File: src/rtl/gpio_in_ctrl_if.sv
// CPU-side register bus for gpio_in_ctrl: word address, write strobe/data,
// and combinational read data.
interface gpio_in_ctrl_if;
    logic [2:0]  addr;
    logic        we;
    logic [31:0] wd;
    logic [31:0] rd;

    modport master (output addr, output we, output wd, input rd);
    modport slave  (input addr, input we, input wd, output rd);
endinterface

File: src/rtl/gpio_in_ctrl.sv
// Bus-attached DIP-switch and user-key input block: 2-flop sync, per-key
// debounce, rise/fall edge capture into W1C pending bits, maskable irq.
module gpio_in_ctrl #(
    parameter int unsigned SW_BYTES        = 8,
    parameter int unsigned KEY_W           = 8,
    parameter int unsigned DEBOUNCE_CYCLES = 25000,
    parameter bit          KEY_ACTIVE_LOW  = 1'b1,
    parameter bit          SW_ACTIVE_LOW   = 1'b1
) (
    input  logic                  clk,
    input  logic                  sys_rstn,
    gpio_in_ctrl_if.slave         bus,
    input  logic [8*SW_BYTES-1:0] sw_in,
    input  logic [KEY_W-1:0]      key_in,
    output logic                  irq
);

    localparam int unsigned SwW  = 8 * SW_BYTES;
    localparam int unsigned CntW = $clog2(DEBOUNCE_CYCLES);
    localparam logic [CntW-1:0] CntMax = CntW'(DEBOUNCE_CYCLES - 1);

    localparam logic [2:0] AddrSwLo  = 3'd0;
    localparam logic [2:0] AddrSwHi  = 3'd1;
    localparam logic [2:0] AddrKey   = 3'd2;
    localparam logic [2:0] AddrImask = 3'd3;
    localparam logic [2:0] AddrIpend = 3'd4;
    localparam logic [2:0] AddrIcfg  = 3'd5;

    logic [SwW-1:0]   sw_s1_q, sw_s2_q, sw_synced;
    logic [KEY_W-1:0] key_s1_q, key_s2_q, key_synced;
    logic [KEY_W-1:0] stable_q, stable_d, stable_dly_q;
    logic [CntW-1:0]  cnt_q [KEY_W];
    logic [CntW-1:0]  cnt_d [KEY_W];
    logic [KEY_W-1:0] imask_q, imask_d;
    logic [KEY_W-1:0] rise_en_q, rise_en_d;
    logic [KEY_W-1:0] fall_en_q, fall_en_d;
    logic [KEY_W-1:0] ipend_q, ipend_d;
    logic [KEY_W-1:0] w1c, ev_set;
    logic             irq_q, irq_d;
    logic [63:0]      sw_all;
    logic             unused_wd;

    // Inversion sits after the second flop so reset (flops at 0) is well defined.
    assign sw_synced  = SW_ACTIVE_LOW  ? ~sw_s2_q  : sw_s2_q;
    assign key_synced = KEY_ACTIVE_LOW ? ~key_s2_q : key_s2_q;
    assign sw_all     = 64'(sw_synced);
    assign unused_wd  = ^bus.wd;

    always_comb begin
        stable_d = stable_q;
        cnt_d    = cnt_q;
        for (int i = 0; i < int'(KEY_W); i++) begin
            if (key_synced[i] == stable_q[i]) begin
                cnt_d[i] = '0;
            end else if (cnt_q[i] == CntMax) begin
                cnt_d[i]    = '0;
                stable_d[i] = ~stable_q[i];
            end else begin
                cnt_d[i] = cnt_q[i] + CntW'(1);
            end
        end
    end

    assign ev_set = (stable_q & ~stable_dly_q & rise_en_q)
                  | (~stable_q & stable_dly_q & fall_en_q);

    always_comb begin
        imask_d   = imask_q;
        rise_en_d = rise_en_q;
        fall_en_d = fall_en_q;
        w1c       = '0;
        if (bus.we) begin
            case (bus.addr)
                AddrImask: imask_d = bus.wd[KEY_W-1:0];
                AddrIpend: w1c     = bus.wd[KEY_W-1:0];
                AddrIcfg: begin
                    rise_en_d = bus.wd[KEY_W-1:0];
                    fall_en_d = bus.wd[16 +: KEY_W];
                end
                default: ;
            endcase
        end
    end

    // New events override a same-cycle clear.
    assign ipend_d = (ipend_q & ~w1c) | ev_set;
    assign irq_d   = |(ipend_q & imask_q);

    always_ff @(posedge clk or negedge sys_rstn) begin
        if (!sys_rstn) begin
            sw_s1_q      <= '0;
            sw_s2_q      <= '0;
            key_s1_q     <= '0;
            key_s2_q     <= '0;
            stable_q     <= '0;
            stable_dly_q <= '0;
            for (int i = 0; i < int'(KEY_W); i++) cnt_q[i] <= '0;
            imask_q      <= '0;
            rise_en_q    <= '0;
            fall_en_q    <= '0;
            ipend_q      <= '0;
            irq_q        <= 1'b0;
        end else begin
            sw_s1_q      <= sw_in;
            sw_s2_q      <= sw_s1_q;
            key_s1_q     <= key_in;
            key_s2_q     <= key_s1_q;
            stable_q     <= stable_d;
            stable_dly_q <= stable_q;
            cnt_q        <= cnt_d;
            imask_q      <= imask_d;
            rise_en_q    <= rise_en_d;
            fall_en_q    <= fall_en_d;
            ipend_q      <= ipend_d;
            irq_q        <= irq_d;
        end
    end

    always_comb begin
        bus.rd = '0;
        case (bus.addr)
            AddrSwLo:  bus.rd = sw_all[31:0];
            AddrSwHi:  bus.rd = sw_all[63:32];
            AddrKey:   bus.rd[KEY_W-1:0] = stable_q;
            AddrImask: bus.rd[KEY_W-1:0] = imask_q;
            AddrIpend: bus.rd[KEY_W-1:0] = ipend_q;
            AddrIcfg: begin
                bus.rd[KEY_W-1:0]  = rise_en_q;
                bus.rd[16 +: KEY_W] = fall_en_q;
            end
            default:   bus.rd = '0;
        endcase
    end

    assign irq = irq_q;

endmodule

File: src/flat_wrapper.sv
// flat-port wrapper written by rule: the top's interface ports become plain ports
module gpio_in_ctrl_flat 
#(
    parameter int unsigned SW_BYTES        = 8,
    parameter int unsigned KEY_W           = 8,
    parameter int unsigned DEBOUNCE_CYCLES = 25000,
    parameter bit          KEY_ACTIVE_LOW  = 1'b1,
    parameter bit          SW_ACTIVE_LOW   = 1'b1
)
  (clk, sys_rstn, sw_in, key_in, irq, bus_addr, bus_we, bus_wd, bus_rd);
  gpio_in_ctrl_if bus_i ();
  input  logic clk;
  input  logic sys_rstn;
  input  logic [8*SW_BYTES-1:0] sw_in;
  input  logic [KEY_W-1:0] key_in;
  output logic irq;
  input wire logic [$bits(bus_i.addr)-1:0] bus_addr;
  input wire logic [$bits(bus_i.we)-1:0] bus_we;
  input wire logic [$bits(bus_i.wd)-1:0] bus_wd;
  output wire logic [$bits(bus_i.rd)-1:0] bus_rd;
  assign bus_i.addr = bus_addr;
  assign bus_i.we = bus_we;
  assign bus_i.wd = bus_wd;
  assign bus_rd = bus_i.rd;
  gpio_in_ctrl #(.SW_BYTES(SW_BYTES), .KEY_W(KEY_W), .DEBOUNCE_CYCLES(DEBOUNCE_CYCLES), .KEY_ACTIVE_LOW(KEY_ACTIVE_LOW), .SW_ACTIVE_LOW(SW_ACTIVE_LOW)) u_core (.clk(clk), .sys_rstn(sys_rstn), .bus(bus_i), .sw_in(sw_in), .key_in(key_in), .irq(irq));
endmodule
File: config.mk
export PLATFORM = sky130hd
export DESIGN_NAME = gpio_in_ctrl_flat
export DESIGN_NICKNAME = d
export VERILOG_FILES = /design/src/rtl/gpio_in_ctrl_if.sv /design/src/rtl/gpio_in_ctrl.sv /design/src/flat_wrapper.sv
export SDC_FILE = /design/constraint.sdc
export NUM_CORES = 1
export LEC_CHECK = 0
export CORE_MARGIN = 2
export CORE_UTILIZATION = 45
export DETAILED_ROUTE_END_ITERATION = 8
export HOLD_SLACK_MARGIN = 0.1
export PLACE_DENSITY = 0.69
export SETUP_SLACK_MARGIN = 0.5
export SLEW_MARGIN = 10
export SYNTH_ARGS = -nofsm -noshare
export SYNTH_HDL_FRONTEND = slang
export SYNTH_SLANG_ARGS = --single-unit
File: constraint.sdc
create_clock -name clk -period 2.1 [get_ports clk]
set_clock_uncertainty 0.15 [all_clocks]
set_input_delay 0.525 -clock clk [delete_from_list [all_inputs] [get_ports clk]]
set_output_delay 0.525 -clock clk [all_outputs]
set_load 0.005 [all_outputs]
==> results of run 1 <==
==> where the power goes <==
group | switching (mW) | leakage, nW | internal (mW)
Combinational | 0.615 | 2.61 | 0.704
Sequential | 0.223 | 3.96 | 6.35
Clock | 2.37 | 0.587 | 3.92
==> synthesized netlist by cell type, drive strengths merged, types with 8 or more instances <==
cell type,n
buf,11
a211oi,16
dfrtp,313
xor2,21
inv,37
a21oi,12
clkbuf,16
and3,14
xnor2,89
nand4,34
nand2,69
nand3,40
nor2,149
o21ai,10
ha,8
nor2b,26
nor4,18
nor3,32
mux2,24
or4b,8
mux2i,16
==> sequential cells by signal, indices dropped and copies added (netlist names) <==
signal               cells
u_core.cnt_q           120
u_core.sw_s1_q          64
u_core.sw_s2_q          64
u_core.fall_en_q         8
u_core.imask_q           8
u_core.ipend_q           8
u_core.key_s1_q          8
u_core.key_s2_q          8
u_core.rise_en_q         8
u_core.stable_dly_q      8
u_core.stable_q          8
u_core.irq               1
==> cells by family (layout without fill, tap and decap cells) <==
logic type / Yosys count / in the layout / synth area share, %
AO/OA/AOI/OAI: 69 / 69 / 3.70
flip-flops: 313 / 313 / 63.7
multiplexers: 43 / 43 / 4.05
adder cells (fa/ha/maj): 8 / 8 / 0.814
buffers and inverters: 64 / 360 / 2.29
AND/OR/NAND/NOR: 425 / 433 / 17.6
XOR/XNOR: 110 / 110 / 7.83
==> repair_timing <==
item,CTS,global route
hold buffers,1,0
resized for setup,255,128
endpoints found under the hold margin,156,0
pin swaps,49,31
setup buffers,32,23
cloned,9,0
endpoints found under the setup margin,160,159
==> area by class of cell <==
cell class,instances,area [um2]
well taps,341,427
multi-input cells,663,5370
repair buffers,263,2370
fillers,1981,9540
inverters,37,139
clock buffers,45,943
clock inverters,15,251
flip-flops and latches,313,7830
==> layout by cell type, fill, tap and decap left out, drive strengths merged, types with 4 or more instances in the layout <==
cell type and count:
dfrtp 313, buf 173, nor2 149, xnor2 89
clkdlybuf4s50 88, nand2 77, clkbuf 45, nand3 40
inv 37, nand4 34, nor3 32, nor2b 26
mux2 24, xor2 21, nor4 18, a211oi 16
mux2i 16, and3 14, a21oi 12, o21ai 10
clkinv 9, or4b 8, ha 8, a22oi 7
o22ai 7, or4 7, o211ai 6, bufinv 6
or2 6, nor4bb 6, nand3b 4
==> routing by layer <==
metal,vias to the layer above,GRT usage (%),wire length (um)
li1,4099,-,-
met1,4372,26.7,12500
met2,180,33.6,14500
met3,36,3.31,1100
met4,0,4.94,383
met5,-,0,0
==> path summary, 6_finish.rpt <==
check / from / end / slack (ns)
setup / recovery: u_core.stable_q[4] / bus_rd[4] / -0.27
hold / removal: u_core.sw_s1_q[8] / u_core.sw_s2_q[8] / 0.19
setup reg to reg: u_core.cnt_q[25] / u_core.cnt_q[25] / 0.03
hold reg to reg: u_core.sw_s1_q[8] / u_core.sw_s2_q[8] / 0.19
max in group asynchronous: sys_rstn / u_core.cnt_q[40] / 0.75
min in group asynchronous: sys_rstn / u_core.sw_s2_q[60] / 0.34
==> flow_metrics.tcl, run 1 <==
set metrics [dict create \
    area_delta_synth_final_pct 40.9 \
    die_w_um 169 \
    cp_top_family "multiplexers" \
    die_y_um 169 \
    grt_usage_pct 19.8 \
    violations "setup timing" \
    ys.flop_type "dfrtp_1" \
    synth_edf_count 0 \
    drt_wl_total_um 28500 \
    synth_top_area_share_pct 63.7 \
    cp_max_fo 2 \
    final_cells 1677 \
    grt_pass1_wl_um 45100 \
    peakVddDrop_mv 0.709 \
    synth.area.top_cells "dfrtp_1 (64%), xnor2_1 (6.3%), nor2_1 (4.5%), mux2_2 (2.2%), nand2_1 (2.0%)" \
    synth.distinct_cells 45 \
    placementRows 60 \
    port_buffers 126 \
    drv_cap 0 \
    crit_arrival_ns 1.70 \
    vias 8687 \
    gp_congestion 0.852 \
    yosysSeqAreaShare_pct 63.7 \
    final_antenna_net_count 0 \
    critical_path.cell_chain "inv_1 > mux4_2 > o22ai_2 > buf_2" \
    overflow 0 \
    cp.depth 4 \
    synth_nets 1150 \
    cts_tree "done" \
    pin_count 143 \
    antenna_found_initial 0 \
    drt_pass1_iterations 5 \
    leakage_nw 7.16 \
    p_total_mw 14.2 \
    synth.cell_area_um2 12300 \
    synth_top_area_cell "dfrtp_1" \
    maxSlewHeadroom_pct 34.6 \
    clockBufferDepth 3 \
    fmax_mhz 422 \
    post_drt_wl_per_cell_um 17.0 \
    postSynthAreaPerCell_um2 11.9 \
    ys_async_sr_fraction_pct 100 \
    ys_warn_count 0 \
    grt_pass1_vias 8811 \
    pre_cts_slack_ns -0.616 \
    worstHoldPathCells 0 \
    path_clk_slew_ns 0.06 \
    synthCells 1032 \
    fin_crit_ns 2.37 \
    post_dp_cell_area_um2 14700 \
    reg2reg_depth 4 \
    cp_data_required_time_ns 1.42 \
    initial_core_util_pct 45.8 \
    layout.nets 1430 \
    fin_area_um2 17300 \
    grt_max_degree 51 \
    cts-root-buf "clkbuf_16" \
    cp_num_buf_inv 2 \
    critical_path.endpoint_type "primary output" \
    drc 0 \
    powerDensity_nw_per_um2 818 \
    cpMaxStageDelayCell "mux4_2" \
    htreeDepth 2 \
    rsz0062_at_grt "true" \
    whs_ns 0.189 \
    dp_cells 1552 \
    final_util_pct 64.5 \
    drv_slew 0 \
    diodes 0 \
    path_class "reg -> out" \
    fin_crit_sh_pct 113 \
    tightest_slew_ns 0.974 \
    hold_viol_final 0 \
    vias_per_cell 5.18 \
    numCtsBuffers 34 \
    min_path_type "reg -> reg" \
    clock_latency_ns 0.52 \
    final.setup.worst_slack_ns -0.271 \
    start_kind "flop" \
    drt_iter0_markers 437 \
    dpl.hpwl_um 17800 \
    drive_gt1_share_pct 32.5 \
    slowest_delay_ns 0.46 \
    setup_viol 32 \
    clock_sinks 313 \
    tns_ns -4.31 \
    die-area_um2 28700 \
    status "finished with violations" \
    core-area_um2 26900 \
    synth_seq_cells 313 \
]
Note: power is estimated with default switching activity, not from simulation.
==> run 2: changes to the inputs <==
- SKIP_CTS_REPAIR_TIMING: default -> 1
==> flow_metrics.tcl, run 2 (synthesized netlist as in run 1, its figures left out) <==
set metrics [dict create \
    status "finished with violations" \
    violations "setup timing" \
    fin_crit_sh_pct 113 \
    clkPwrFrac_pct 44.4 \
    met2_usage_pct 31.0 \
    min_path_type "reg -> reg" \
    gp_congestion 0.852 \
    clockBufferDepth 3 \
    intPower_mw 11.0 \
    tns_ns -2.63 \
    final_util_pct 64.2 \
    start_kind "flop" \
    final.setup.worst_slack_ns -0.274 \
    grt_pass1_wl_um 42400 \
    crit_arrival_ns 1.70 \
    cp_data_required_time_ns 1.42 \
    layout.nets 1429 \
    top_regs "u_core.cnt_q (120), u_core.sw_s1_q (64), u_core.sw_s2_q (64)" \
    grt_pass1_vias 8348 \
    fill_cells 2005 \
    vias 8618 \
    combPwrFrac_pct 9.3 \
    tightest_slew_ns 0.950 \
    placementRows 60 \
    timing.rr.start "u_core.cnt_q[102]" \
    overflow 0 \
    final_common_cell "dfrtp_1" \
    diodes 0 \
    path_class "reg -> out" \
    setup_viol 27 \
    regToRegSetupSlack_ns 0.02 \
    globalRoute.busiestLayer "met2" \
    crit_end "bus_rd[4]" \
    drc 0 \
    drt_pass1_iterations 4 \
    cts_tree "done" \
    rsz0062_at_grt "true" \
    vias_per_cell 5.14 \
    final_antenna_net_count 0 \
    path_clk_slew_ns 0.06 \
    reg2reg_depth 4 \
    p_sw_mw 3.19 \
    clock_latency_ns 0.52 \
    leakage_nw 7.17 \
    grt_max_degree 51 \
    hold_viol_final 0 \
    fmax_mhz 421 \
    maxSlewHeadroom_pct 36.2 \
    worstHoldPathCells 0 \
    fin_crit_ns 2.37 \
    p_sw_share_pct 22.6 \
    area_delta_synth_final_pct 40.3 \
    antenna_found_initial 0 \
    mostFrequentLayoutCells "dfrtp_1 (310), buf_4 (113), clkdlybuf4s50_1 (88)" \
    initial_core_util_pct 45.8 \
    die_w_um 169 \
    cp-startpoint "u_core.stable_q[4]" \
    powerDensity_nw_per_um2 821 \
    largest_register_ffs 120 \
    dp_cells 1552 \
    top_register "u_core.cnt_q" \
    post_drt_wl_per_cell_um 16.9 \
    seq_power_share_pct 46.3 \
    port_buffers 126 \
    drt_iter0_markers 405 \
    numCtsBuffers 34 \
    drv_cap 0 \
    clock_sinks 313 \
    core-area_um2 26900 \
    pin_count 143 \
    whs_ns 0.190 \
    peakVddDrop_mv 0.703 \
    timing.rr.end "u_core.cnt_q[96]" \
    critical_path.endpoint_type "primary output" \
    grtUsageMet1_pct 25.4 \
    met3_usage_pct 3.22 \
    p_total_mw 14.2 \
    drive_gt1_share_pct 32.3 \
    die-area_um2 28700 \
    htreeDepth 2 \
    cp_max_fo 2 \
    dpl.hpwl_um 17800 \
    drv_slew 0 \
    cts-root-buf "clkbuf_16" \
    drt_wl_total_um 28300 \
    grt_usage_pct 18.5 \
    final_cells 1676 \
    die_y_um 169 \
]
## run 2: how the worst min path moves through the flow
| stage | start | endpoint | slack, ns |
|---|---|---|---|
| CTS | sys_rstn | u_core.sw_s2_q[58] | -0.27 |
| detailed placement | u_core.sw_s1_q[49] | u_core.sw_s2_q[49] | 0.18 |
| finish | u_core.sw_s1_q[51] | u_core.sw_s2_q[51] | 0.19 |
| global placement | u_core.sw_s1_q[30] | u_core.sw_s2_q[30] | 0.18 |
| floorplan | sys_rstn | u_core.cnt_q[0] | 0.08 |
| global route | u_core.sw_s1_q[52] | u_core.sw_s2_q[52] | 0.20 |
## run 2: power by group through the flow
| stage | Clock, mW | Sequential [mW] | Combinational (mW) |
|---|---|---|---|
| after CTS | 6.44 | 6.55 | 1.12 |
| final | 6.29 | 6.56 | 1.31 |
| after detailed placement | 0 | 6.65 | 1.11 |
| after global routing | 6.71 | 6.59 | 1.44 |
| after global placement | 0 | 6.65 | 1.09 |
| after floorplan | 0 | 6.58 | 0.509 |
## run 2: worst max-delay path, cell delays in order, from the launching register on
cell	delay [ns]
dfrtp_1	0.35
inv_1	0.07
mux4_2	0.47
o22ai_2	0.16
buf_2	0.14
## run 2: per-stage QoR
stage,setup WS (ns),area [um2]
global route,-0.347,17300
finish,-0.274,17300
global placement,-0.606,14700
CTS,-0.685,15900
floorplan,0.134,12600
detailed placement,-0.616,14700
## run 2: routing by layer
| layer | up-vias | wire length [um] |
|---|---|---|
| li1 | 4099 | - |
| met1 | 4303 | 12500 |
| met2 | 168 | 14000 |
| met3 | 48 | 1200 |
| met4 | 0 | 573 |
| met5 | - | 0 |
## run 2: layout make-up
class	count	area, um2	area share [%]
Clock buffer	45	943	5.47
Clock inverter	15	251	1.46
Inverter	37	139	0.805
Multi-Input combinational cell	665	5370	31.1
Sequential cell	313	7840	45.4
Tap cell	341	427	2.47
Timing Repair Buffer	260	2290	13.3
==> run 3: changes to the inputs <==
- GPL_TIMING_DRIVEN: default -> 0
==> flow_metrics.tcl, run 3 (synthesized netlist as in run 1, its figures left out) <==
set metrics [dict create \
    status "finished with violations" \
    violations "hold timing, setup timing" \
    final_common_cell "dfrtp_1" \
    drv_cap 0 \
    grt_pass1_wl_um 41600 \
    dp_cells 1501 \
    drt_pass1_iterations 5 \
    grt_usage_pct 18.2 \
    area_delta_synth_final_pct 41.4 \
    grt_pass1_vias 8056 \
    powerDensity_nw_per_um2 809 \
    pre_cts_slack_ns -1.42 \
    core-area_um2 26900 \
    placementRows 60 \
    drt_wl_total_um 29200 \
    p_sw_share_pct 22.5 \
    initial_core_util_pct 45.8 \
    htreeDepth 2 \
    rsz0062_at_grt "true" \
    seq_power_share_pct 46.7 \
    die-area_um2 28700 \
    intPower_mw 10.9 \
    drv_slew 0 \
    vias 8656 \
    min_path_type "in -> async" \
    critical_path.cell_chain "inv_1 > mux4_2 > o22ai_2 > clkbuf_2" \
    fin_crit_sh_pct 117 \
    cp_num_buf_inv 2 \
    fill_cells 2024 \
    path_clk_slew_ns 0.06 \
    peakVddDrop_mv 0.619 \
    clkPwrFrac_pct 43.7 \
    clock_sinks 313 \
    final.setup.worst_slack_ns -0.356 \
    p_sw_mw 3.16 \
    cp_max_fo 3 \
    cp_data_required_time_ns 1.42 \
    grt_max_degree 112 \
    clock_latency_ns 0.51 \
    post_drt_wl_per_cell_um 17.6 \
    slowest_delay_ns 0.47 \
    start_kind "flop" \
    top_register "u_core.cnt_q" \
    layout.nets 1415 \
    final_antenna_net_count 0 \
    port_buffers 126 \
    drive_gt1_share_pct 35.8 \
    clockBufferDepth 3 \
    cp_top_family "multiplexers" \
    die_y_um 169 \
    setup_viol 47 \
    path_class "reg -> out" \
    pin_count 143 \
    vias_per_cell 5.21 \
    fin_area_um2 17400 \
    maxSlewHeadroom_pct 61.6 \
    crit_arrival_ns 1.78 \
    fin_crit_ns 2.46 \
    gp_congestion 0.838 \
    diodes 0 \
    numCtsBuffers 35 \
    cts-root-buf "clkbuf_16" \
    cts_tree "done" \
    final_util_pct 64.7 \
    tightest_slew_ns 0.576 \
    whs_ns -0.210 \
    dpl.hpwl_um 17100 \
    cp.depth 4 \
    top_regs "u_core.cnt_q (120), u_core.sw_s1_q (64), u_core.sw_s2_q (64)" \
    leakage_nw 7.13 \
    drc 0 \
    critical_path.endpoint_type "primary output" \
    combPwrFrac_pct 9.6 \
    final_cells 1661 \
    largest_register_ffs 120 \
    die_w_um 169 \
    hold_viol_final 104 \
    post_dp_cell_area_um2 14400 \
    drt_iter0_markers 467 \
    tns_ns -3.82 \
    reg2reg_depth 5 \
    overflow 0 \
    antenna_found_initial 0 \
    fmax_mhz 407 \
    mostFrequentLayoutCells "dfrtp_1 (296), xnor2_1 (89), clkdlybuf4s50_1 (88)" \
    cpMaxStageDelayCell "mux4_2" \
]
run 3: per-layer routing:
metal	vias up	part of all wire, %	track usage, %
met5	-	0	0
met4	0	2.8	6.24
met3	54	5.1	3.38
met2	223	49	28.7
met1	4325	44	25.6
li1	4054	-	-
run 3: path summary, 6_finish.rpt:
check / from / to / slack, ns
setup / recovery: u_core.imask_q[0] / bus_rd[0] / -0.36
hold / removal: sys_rstn / u_core.sw_s2_q[59] / -0.21
setup reg to reg: u_core.cnt_q[3] / u_core.cnt_q[13] / -0.03
hold reg to reg: u_core.sw_s1_q[49] / u_core.sw_s2_q[49] / 0.19
max in group asynchronous: sys_rstn / u_core.sw_s1_q[43] / 0.85
min in group clk: u_core.sw_s1_q[49] / u_core.sw_s2_q[49] / 0.19
run 3: per-stage QoR:
| stage | power, mW | hold slack, ns |
|---|---|---|
| after floorplan | 7.09 | 0.0794 |
| after global placement | 7.69 | 0.182 |
| after detailed placement | 7.72 | 0.185 |
| after CTS | 13.9 | -0.0676 |
| after global routing | 14.6 | -0.142 |
| final | 14.1 | -0.210 |
run 3: power groups by stage:
stage | registers (mW) | logic (mW) | clock network, mW
2_1_floorplan | 6.58 | 0.509 | 0
3_3_place_gp | 6.65 | 1.04 | 0
4_1_cts | 6.55 | 1.08 | 6.30
5_1_grt | 6.60 | 1.45 | 6.55
6_report | 6.56 | 1.34 | 6.15
3_5_place_dp | 6.65 | 1.06 | 0
run 3: final cells by class:
class	instances	area [um2]	share of cell area (%)
Timing Repair Buffer	228	2240	12.9
Multi-Input combinational cell	655	5130	29.5
Buffer	27	422	2.43
Clock inverter	9	124	0.712
Inverter	37	139	0.799
Sequential cell	313	7850	45.2
Tap cell	341	427	2.45
Clock buffer	51	1050	6.03
